### src/rtl/mailbox_sequencer.sv
// rtl/mailbox_sequencer.sv - host mailbox client transaction sequencer
module mailbox_sequencer #(
    parameter int unsigned STROBE_CYCLES = 2,
    parameter int unsigned POLL_GAP      = 4,
    parameter logic [3:0]  TOP4_INIT     = 4'hA
) (
    input  logic       Clk,
    input  logic       Reset,
    input  logic [7:0] MbDataIn,
    output logic [7:0] MbDataOut,
    output logic       MbDataOe,
    output logic       MbReadLine,
    output logic       MbWriteLine,
    output logic       MbStatusLine,
    output logic [7:0] RxData,
    output logic       RxIsCommand,
    output logic       RxValid,
    input  logic       RxReady,
    input  logic [7:0] TxData,
    input  logic       TxValid,
    output logic       TxReady,
    input  logic [3:0] Top4Data,
    input  logic       Top4Req,
    output logic       Top4Ack,
    output logic [7:0] StatusByte
);

    typedef enum logic [2:0] {IDLE, SETUP, STROBE, HOLD, EVAL, GAP} state_t;
    typedef enum logic [1:0] {POLL, RD, WR, SW} xfer_t;

    localparam logic [3:0] STROBE_LOAD = 4'(STROBE_CYCLES - 1);
    localparam logic [3:0] GAP_LOAD    = 4'(POLL_GAP - 1);
    localparam bit         GAP_SKIP    = (POLL_GAP == 0);

    state_t     state, state_nxt;
    xfer_t      xfer, xfer_nxt;
    logic [3:0] cnt, cnt_nxt;
    logic       last_rx;
    logic       sw_init;
    logic       rx_ok, tx_ok, strobe_done, enter_setup, in_txn_nxt;
    logic [3:0] sw_top4;

    // Eligibility is judged from the status byte captured by the last poll.
    assign rx_ok       = StatusByte[0] && !RxValid;
    assign tx_ok       = TxValid && !StatusByte[1];
    assign strobe_done = (state == STROBE) && (cnt == 4'd0);
    assign enter_setup = (state_nxt == SETUP) && (state != SETUP);
    assign in_txn_nxt  = (state_nxt == SETUP) || (state_nxt == STROBE) || (state_nxt == HOLD);
    assign sw_top4     = (state == IDLE) ? TOP4_INIT : Top4Data;

    // Next-state and counter selection; outputs are registered from these below.
    always_comb begin
        state_nxt = state;
        xfer_nxt  = xfer;
        cnt_nxt   = cnt;
        case (state)
            IDLE: begin
                state_nxt = SETUP;
                xfer_nxt  = SW;
            end
            SETUP: begin
                state_nxt = STROBE;
                cnt_nxt   = STROBE_LOAD;
            end
            STROBE: begin
                if (cnt == 4'd0) state_nxt = HOLD;
                else             cnt_nxt   = cnt - 4'd1;
            end
            HOLD: begin
                if (xfer == POLL) begin
                    state_nxt = EVAL;
                end else if (GAP_SKIP) begin
                    state_nxt = SETUP;
                    xfer_nxt  = POLL;
                end else begin
                    state_nxt = GAP;
                    cnt_nxt   = GAP_LOAD;
                end
            end
            EVAL: begin
                if (Top4Req) begin
                    state_nxt = SETUP;
                    xfer_nxt  = SW;
                end else if (rx_ok && !(tx_ok && last_rx)) begin
                    state_nxt = SETUP;
                    xfer_nxt  = RD;
                end else if (tx_ok) begin
                    state_nxt = SETUP;
                    xfer_nxt  = WR;
                end else if (GAP_SKIP) begin
                    state_nxt = SETUP;
                    xfer_nxt  = POLL;
                end else begin
                    state_nxt = GAP;
                    cnt_nxt   = GAP_LOAD;
                end
            end
            GAP: begin
                if (cnt == 4'd0) begin
                    state_nxt = SETUP;
                    xfer_nxt  = POLL;
                end else begin
                    cnt_nxt = cnt - 4'd1;
                end
            end
            default: state_nxt = IDLE;
        endcase
    end

    // State, counters and all registered outputs; strobes derive from the next state so they never glitch.
    always_ff @(posedge Clk) begin
        if (Reset) begin
            state        <= IDLE;
            xfer         <= POLL;
            cnt          <= 4'd0;
            last_rx      <= 1'b1;
            sw_init      <= 1'b0;
            MbDataOut    <= 8'h00;
            MbDataOe     <= 1'b0;
            MbReadLine   <= 1'b0;
            MbWriteLine  <= 1'b0;
            MbStatusLine <= 1'b0;
            RxData       <= 8'h00;
            RxIsCommand  <= 1'b0;
            RxValid      <= 1'b0;
            TxReady      <= 1'b0;
            Top4Ack      <= 1'b0;
            StatusByte   <= 8'h00;
        end else begin
            state <= state_nxt;
            xfer  <= xfer_nxt;
            cnt   <= cnt_nxt;

            MbStatusLine <= in_txn_nxt && (xfer_nxt == POLL || xfer_nxt == SW);
            MbDataOe     <= in_txn_nxt && (xfer_nxt == WR || xfer_nxt == SW);
            MbReadLine   <= (state_nxt == STROBE) && (xfer_nxt == POLL || xfer_nxt == RD);
            MbWriteLine  <= (state_nxt == STROBE) && (xfer_nxt == WR || xfer_nxt == SW);
            TxReady      <= (state_nxt == SETUP) && (xfer_nxt == WR);
            Top4Ack      <= (state_nxt == HOLD) && (xfer_nxt == SW) && !sw_init;

            // The power-on Top4 write is not acknowledged to the requester.
            if (state == IDLE)      sw_init <= 1'b1;
            else if (state == HOLD) sw_init <= 1'b0;

            if (enter_setup) begin
                if (xfer_nxt == WR)      MbDataOut <= TxData;
                else if (xfer_nxt == SW) MbDataOut <= {sw_top4, 4'h0};
            end

            if (state == EVAL && enter_setup) begin
                if (xfer_nxt == RD)      last_rx <= 1'b1;
                else if (xfer_nxt == WR) last_rx <= 1'b0;
            end

            if (RxValid && RxReady) RxValid <= 1'b0;

            if (strobe_done) begin
                case (xfer)
                    POLL: StatusByte <= MbDataIn;
                    RD: begin
                        RxData      <= MbDataIn;
                        RxIsCommand <= StatusByte[2];
                        RxValid     <= 1'b1;
                    end
                    default: ;
                endcase
            end
        end
    end

endmodule

### config.mk
export PLATFORM = sky130hd
export DESIGN_NAME = mailbox_sequencer
export DESIGN_NICKNAME = d
export VERILOG_FILES = /design/src/rtl/mailbox_sequencer.sv
export SDC_FILE = /design/constraint.sdc
export NUM_CORES = 1
export LEC_CHECK = 0
export CAP_MARGIN = 20
export CORE_ASPECT_RATIO = 0.75
export CORE_MARGIN = 2
export CORE_UTILIZATION = 42
export CTS_CLUSTER_DIAMETER = 60
export CTS_CLUSTER_SIZE = 12
export DETAILED_ROUTE_END_ITERATION = 8
export GPL_ROUTABILITY_DRIVEN = 0
export PLACE_DENSITY_LB_ADDON = 0.25
export SLEW_MARGIN = 20
export SYNTH_ARGS = -nofsm -noshare
export SYNTH_HDL_FRONTEND = slang
export SYNTH_SLANG_ARGS = --single-unit
### constraint.sdc
create_clock -name Clk -period 7.27 [get_ports Clk]
set_input_delay 1.0905 -clock Clk [delete_from_list [all_inputs] [get_ports Clk]]
set_output_delay 1.0905 -clock Clk [all_outputs]
set_load 0.03 [all_outputs]
# Word level (Yosys, flattened, before mapping)
# Cells that the tools add are included.
[totals] regBits=43 in_bits=25 output_inout_bits=32
[classes] n_reduce_logical=38 n_eq_ne=18 n_addsub=1 mux=28
[ops] operator="two-way mux 4 bit" n=6
[ops] operator="case mux 3 bit (6 select lines)" n=1
[ops] operator="two-way mux 8 bit" n=2
[ops] operator="case mux 4 bit (4 select lines)" n=1
[ops] operator="logical AND 1 bit" n=15
[ops] operator="two-way mux 3 bit" n=5
[ops] operator="== test 3 x 2 -> 1 bit, second input constant" n=4
[ops] operator="inequality test 2 bit, second input constant" n=5
[ops] operator="two-way mux 1 bit" n=8
[ops] operator="two-way mux 2 bit" n=4
[ops] operator="AND reduction 2 bit" n=4
[ops] operator="== test 3 x 1 -> 1 bit, second input constant" n=2
[ops] operator="== test 3 bit, second input constant" n=2
[ops] operator="case mux 2 bit (3 select lines)" n=1
[ops] operator="AND reduction 6 bit" n=1
[ops] operator="nonzero test 2 bit" n=3
[ops] operator="logical OR 1 bit" n=5
[ops] operator="== test 2 x 1 -> 1 bit, second input constant" n=2
[ops] operator="== test 2 bit, second input constant" n=2
[ops] operator="logical NOT 1 bit" n=4
[ops] operator="logical NOT 2 bit" n=2
[ops] operator="logical NOT 4 bit" n=1
[ops] operator="nonzero test 4 bit" n=1
[ops] operator="subtractor 4 x 1 -> 4 bit, second input constant" n=1
[ops] operator="3 further kinds" n=3

# Depth between registers and ports, before layout
[depth] word_depth=12 mapped_depth=11 mapped_depth_nobuf=11

# Least setup slack after synthesis
# OpenSTA, ideal clock, no wires.
[synth_timing] path_kind="input to register" startpoint="in TxValid" endpoint="reg MbDataOut[5]" stages=8 required_ps=7199 path_slack_ps=4408 arrival_time_ps=2792 cell_sequence="nand2b_4 a221o_1 a22oi_1 ha_1 clkbuf_1 nor3_1 or4_1 a21oi_1"
[synth_between] elab_chain_cells=10
[synth_lines] element="from (decl)" line_no="20" rtl="input logic TxValid,"
[synth_lines] element="logical AND 1 bit *" line_no="45" rtl="assign tx_ok = TxValid && !StatusByte[1];"
[synth_lines] element="logical AND 1 bit" line_no="84" rtl="end else if (rx_ok && !(tx_ok && last_rx)) begin"
[synth_lines] element="logical NOT 1 bit" line_no="84"
[synth_lines] element="logical AND 1 bit" line_no="84"
[synth_lines] element="two-way mux 3 bit / two-way mux 2 bit (equally long branches)" line_no="84"
[synth_lines] element="two-way mux 3 bit / two-way mux 2 bit (equally long branches)" line_no="81" rtl="if (Top4Req) begin"
[synth_lines] element="case mux 3 bit (6 select lines) / case mux 2 bit (3 select lines) (equally long branches)" line_no="56" rtl="case (state)"
[synth_lines] element="== test 3 x 1 -> 1 bit (tied with other cells)" line_no="47" rtl="assign enter_setup = (state_nxt == SETUP) && (state != SETUP);"
[synth_lines] element="logical AND 1 bit / nonzero test 2 bit (equally long branches)"
[synth_lines] element="AND reduction 2 bit (no source line)"
[synth_lines] element="to (signal assigned)" line_no="146" rtl="if (xfer_nxt == WR) MbDataOut <= TxData;"
[synth_lines] element="to (signal assigned)" line_no="147" rtl="else if (xfer_nxt == SW) MbDataOut <= {sw_top4, 4'h0};"
[synth_lines] element="to (decl)" line_no="10" rtl="output logic [7:0] MbDataOut,"
# Mark *: on every way between the ends. The rest lies on a longest branch, timed or not.
# A chain may end at the register's enable or synchronous reset.

# Final worst setup path
[layout_timing] startpoint="in TxValid" endpoint="reg MbDataOut[7]"
[layout_between] elab_chain_cells=10
[layout_lines] element="logical AND 1 bit *" line_no="45"
[layout_lines] element="logical AND 1 bit" line_no="84"
[layout_lines] element="logical NOT 1 bit" line_no="84"
[layout_lines] element="logical AND 1 bit" line_no="84"
[layout_lines] element="two-way mux 2 bit *" line_no="84"
[layout_lines] element="two-way mux 2 bit *" line_no="81"
[layout_lines] element="case mux 2 bit (3 select lines) *" line_no="56"
[layout_lines] element="via xfer_nxt[1]" line_no="36" rtl="xfer_t xfer, xfer_nxt;"
[layout_lines] element="== test 2 bit, on equally long branches" line_no="147, 146"
[layout_lines] element="nonzero test 2 bit (no source line)"
[layout_lines] element="AND reduction 2 bit (no source line)"
# The timed path passes the listed nets; every way through them passes the cells marked *.

==> results.py <==
metrics = {
    "cells_and_area": {
        "diodes": 0,
        "drive_gt1_frac": 0.0493,
        "syn_to_final_growth_pct": 34.5,
        "nets": 313,
    },
    "min_path": {
        "min_path_type": "flip-flop to flip-flop",
    },
    "synthesis": {
        "yosysTopAreaCell": "dfxtp_1",
        "avgSynthCellArea_um2": 8.87,
        "ys_seq_elements": 43,
        "ys_top_cells_by_count": "43 x dfxtp_1, 26 x nor2_1, 19 x mux2i_1",
        "yosys-top-cells-area": "dfxtp_1 42%, mux2i_1 9.3%, nor2_1 4.8%",
        "synth_cell_type_count": 45,
        "synth-edff-count": 0,
        "netlist.area_leader.share": 0.420,
        "yosys_warnings": 0,
        "mappedNetlistNets": 261,
        "syn_area_mm2": 0.00205,
        "yosysMostFrequentCell": "dfxtp_1",
        "synth_seq_area_share": 0.420,
        "syn_inst": 231,
        "synth_ff_type": "dfxtp_1",
        "async_flop_share": 0,
    },
    "sta": {
        "skew_ns": 0.0131,
        "worstMarginPinSlew_ns": 0.725,
        "relSlewSlack": 0.514,
        "hold_viol": 0,
        "fin_crit_sh": 0.462,
        "finalSetupViolCount": 0,
        "tns_ns": 0,
        "fin_crit_ns": 3.36,
        "worst_hold_slack_ns": 0.486,
        "drv_slew": 0,
        "timing.final.ws_setup_ns": 3.91,
        "max_freq_mhz": 298,
        "rsz0062_at_grt": "false",
    },
    "worst_setup_path": {
        "critPathCaptureType": "flip-flop",
        "cp_max_fo": 13,
        "critPathRequiredTime_ns": 7.51,
        "critPathKind": "input port to flip-flop",
        "critPathLaunchType": "input port",
        "arrival_ns": 3.60,
    },
    "global_routing": {
        "grt_pass1_vias": 1840,
        "grt_pass1_wl_mm": 8.78,
        "grt_max_degree": 37,
        "grt_overflow": 0,
        "grt_antenna_before_repair": 0,
        "grt_usage": 0.201,
    },
    "detailed_routing": {
        "drtIter0Drc": 211,
        "drt_wl_total_mm": 5.28,
        "wl_per_cell_um": 15.5,
        "drt-pass1-iter-count": 4,
        "via_per_inst": 5.56,
        "vias": 1897,
        "drc": 0,
        "ant_nets": 0,
    },
    "die": {
        "chipHeight_um": 64.5,
        "floorplan.initialDensity": 0.448,
        "ioPinCount": 57,
        "die_x_um": 84.6,
        "die_area_mm2": 0.00546,
        "fp-row-count": 21,
        "core_region_area_mm2": 0.00457,
    },
    "clock_network": {
        "numCtsBuffers": 5,
        "clock-sinks": 43,
        "cts-resized-gates": 0,
        "h-tree-depth": 2,
        "cts_buffer_depth": 2,
        "cts_tree": "yes",
        "root_buffer": "clkbuf_8",
        "post_cts_buffers": 0,
        "path_clk_slew_ns": 0.09,
        "clk_latency_ns": 0.31,
        "hold_buffers": 0,
    },
    "pwr": {
        "switchingPower_mw": 0.422,
        "swShare": 0.417,
        "clkPwrFrac": 0.192,
        "p_per_area_mw_per_mm2": 368,
        "vdd_drop_max_v": 0.000216,
        "p_int_mw": 0.591,
        "p_leak_nw": 1.11,
        "p_seq_frac": 0.344,
        "combPwrFrac": 0.464,
    },
    "run": {
        "maxCapViolCount": 0,
    },
    "placed_design": {
        "place_ws_ns": 3.59,
        "hpwl_mm": 3.70,
        "io_buffers": 56,
    },
    "run_status": {
        "run_status": "finished, final reports clean",
    },
}
==> power by group through the flow <==
stage | clock (mW) | combinational, mW | sequential, mW
3_5_place_dp | 0 | 0.466 | 0.351
2_1_floorplan | 0 | 0.295 | 0.377
5_1_grt | 0.211 | 0.515 | 0.358
6_report | 0.195 | 0.470 | 0.348
3_3_place_gp | 0 | 0.456 | 0.350
4_1_cts | 0.197 | 0.469 | 0.346
==> metrics by stage <==
| step | cell area (µm²) | total power [mW] | utilization | instances |
|---|---|---|---|---|
| 2_1_floorplan | 2050 | 0.672 | - | 231 |
| 4_1_cts | 2750 | 1.01 | 0.602 | 341 |
| 6_report | 2750 | 1.01 | 0.602 | 341 |
| 3_3_place_gp | 2640 | 0.806 | 0.577 | 333 |
| 5_1_grt | 2750 | 1.08 | 0.602 | 341 |
| 3_5_place_dp | 2640 | 0.816 | 0.577 | 333 |
==> layer usage <==
| metal | vias up | GRT usage | routed length [µm] |
|---|---|---|---|
| li1 | 937 | - | - |
| met1 | 878 | 0.283 | 2520 |
| met2 | 76 | 0.297 | 2220 |
| met3 | 6 | 0.0650 | 478 |
| met4 | 0 | 0.0536 | 58 |
| met5 | - | 0 | 0 |
==> registers in the layout (all words and copies together), names as in the netlist <==
signal	flops
RxValid	1
MbDataOut	8
MbReadLine	1
StatusByte	8
cnt	4
state	3
TxReady	1
MbWriteLine	1
MbStatusLine	1
RxData	8
xfer	2
last_rx	1
sw_init	1
RxIsCommand	1
MbDataOe	1
Top4Ack	1
==> layout by cell type (no fill, tap or decap), types with 2 or more instances in the layout <==
master / count
mux2i_1: 19
nand2b_1: 5
a31oi_1: 2
o31ai_1: 2
nand2_1: 12
clkdlybuf4s50_1: 56
o21ai_0: 13
nor2_1: 26
o211ai_1: 4
a311oi_1: 3
a21oi_1: 17
nand4bb_1: 2
a22oi_1: 3
ha_1: 5
nand4_1: 4
a2111oi_0: 2
nor2b_1: 7
inv_1: 8
nor3b_1: 4
clkbuf_8: 5
o22ai_1: 2
and3b_1: 2
nor3_1: 7
or4_1: 3
o21ai_1: 3
dfxtp_1: 43
o21a_1: 4
==> cell type report <==
cell class / instances / area, µm²
fill: 426 / 1820
multi-input combinational: 168 / 1110
sequential: 43 / 861
timing repair buffer: 57 / 568
tap: 57 / 71.3
clock buffer: 5 / 68.8
clock inverter: 3 / 47.5
inverter: 8 / 30.0
==> worst paths after layout <==
check	start	end	slack, ns	cells past startpoint
max reg2reg	state[2]	last_rx	4.30	9
min	MbDataOut[0]	MbDataOut[0]	0.49	2
min reg2reg	MbDataOut[0]	MbDataOut[0]	0.49	2
max	TxValid	MbDataOut[7]	3.91	9
==> critical path, stage by stage <==
cell and delay, ns:
clkdlybuf4s50_1 0.53, nand2b_4 0.10, o21ai_1 0.41, nand2_1 0.24
nand2_1 0.16, ha_1 0.41, nor3_1 0.10, or4_1 0.41
a21oi_1 0.15
==> kinds of logic (layout without fill, tap and decap cells) <==
group	after synthesis	after routing	share of synthesized area
flops	43	43	0.420
fa+ha+maj	5	5	0.0305
buf+inv	20	73	0.0391
mux	19	19	0.0929
compound gates	61	61	0.189
simple gates	83	83	0.228
(Power assumes the default switching activity.)
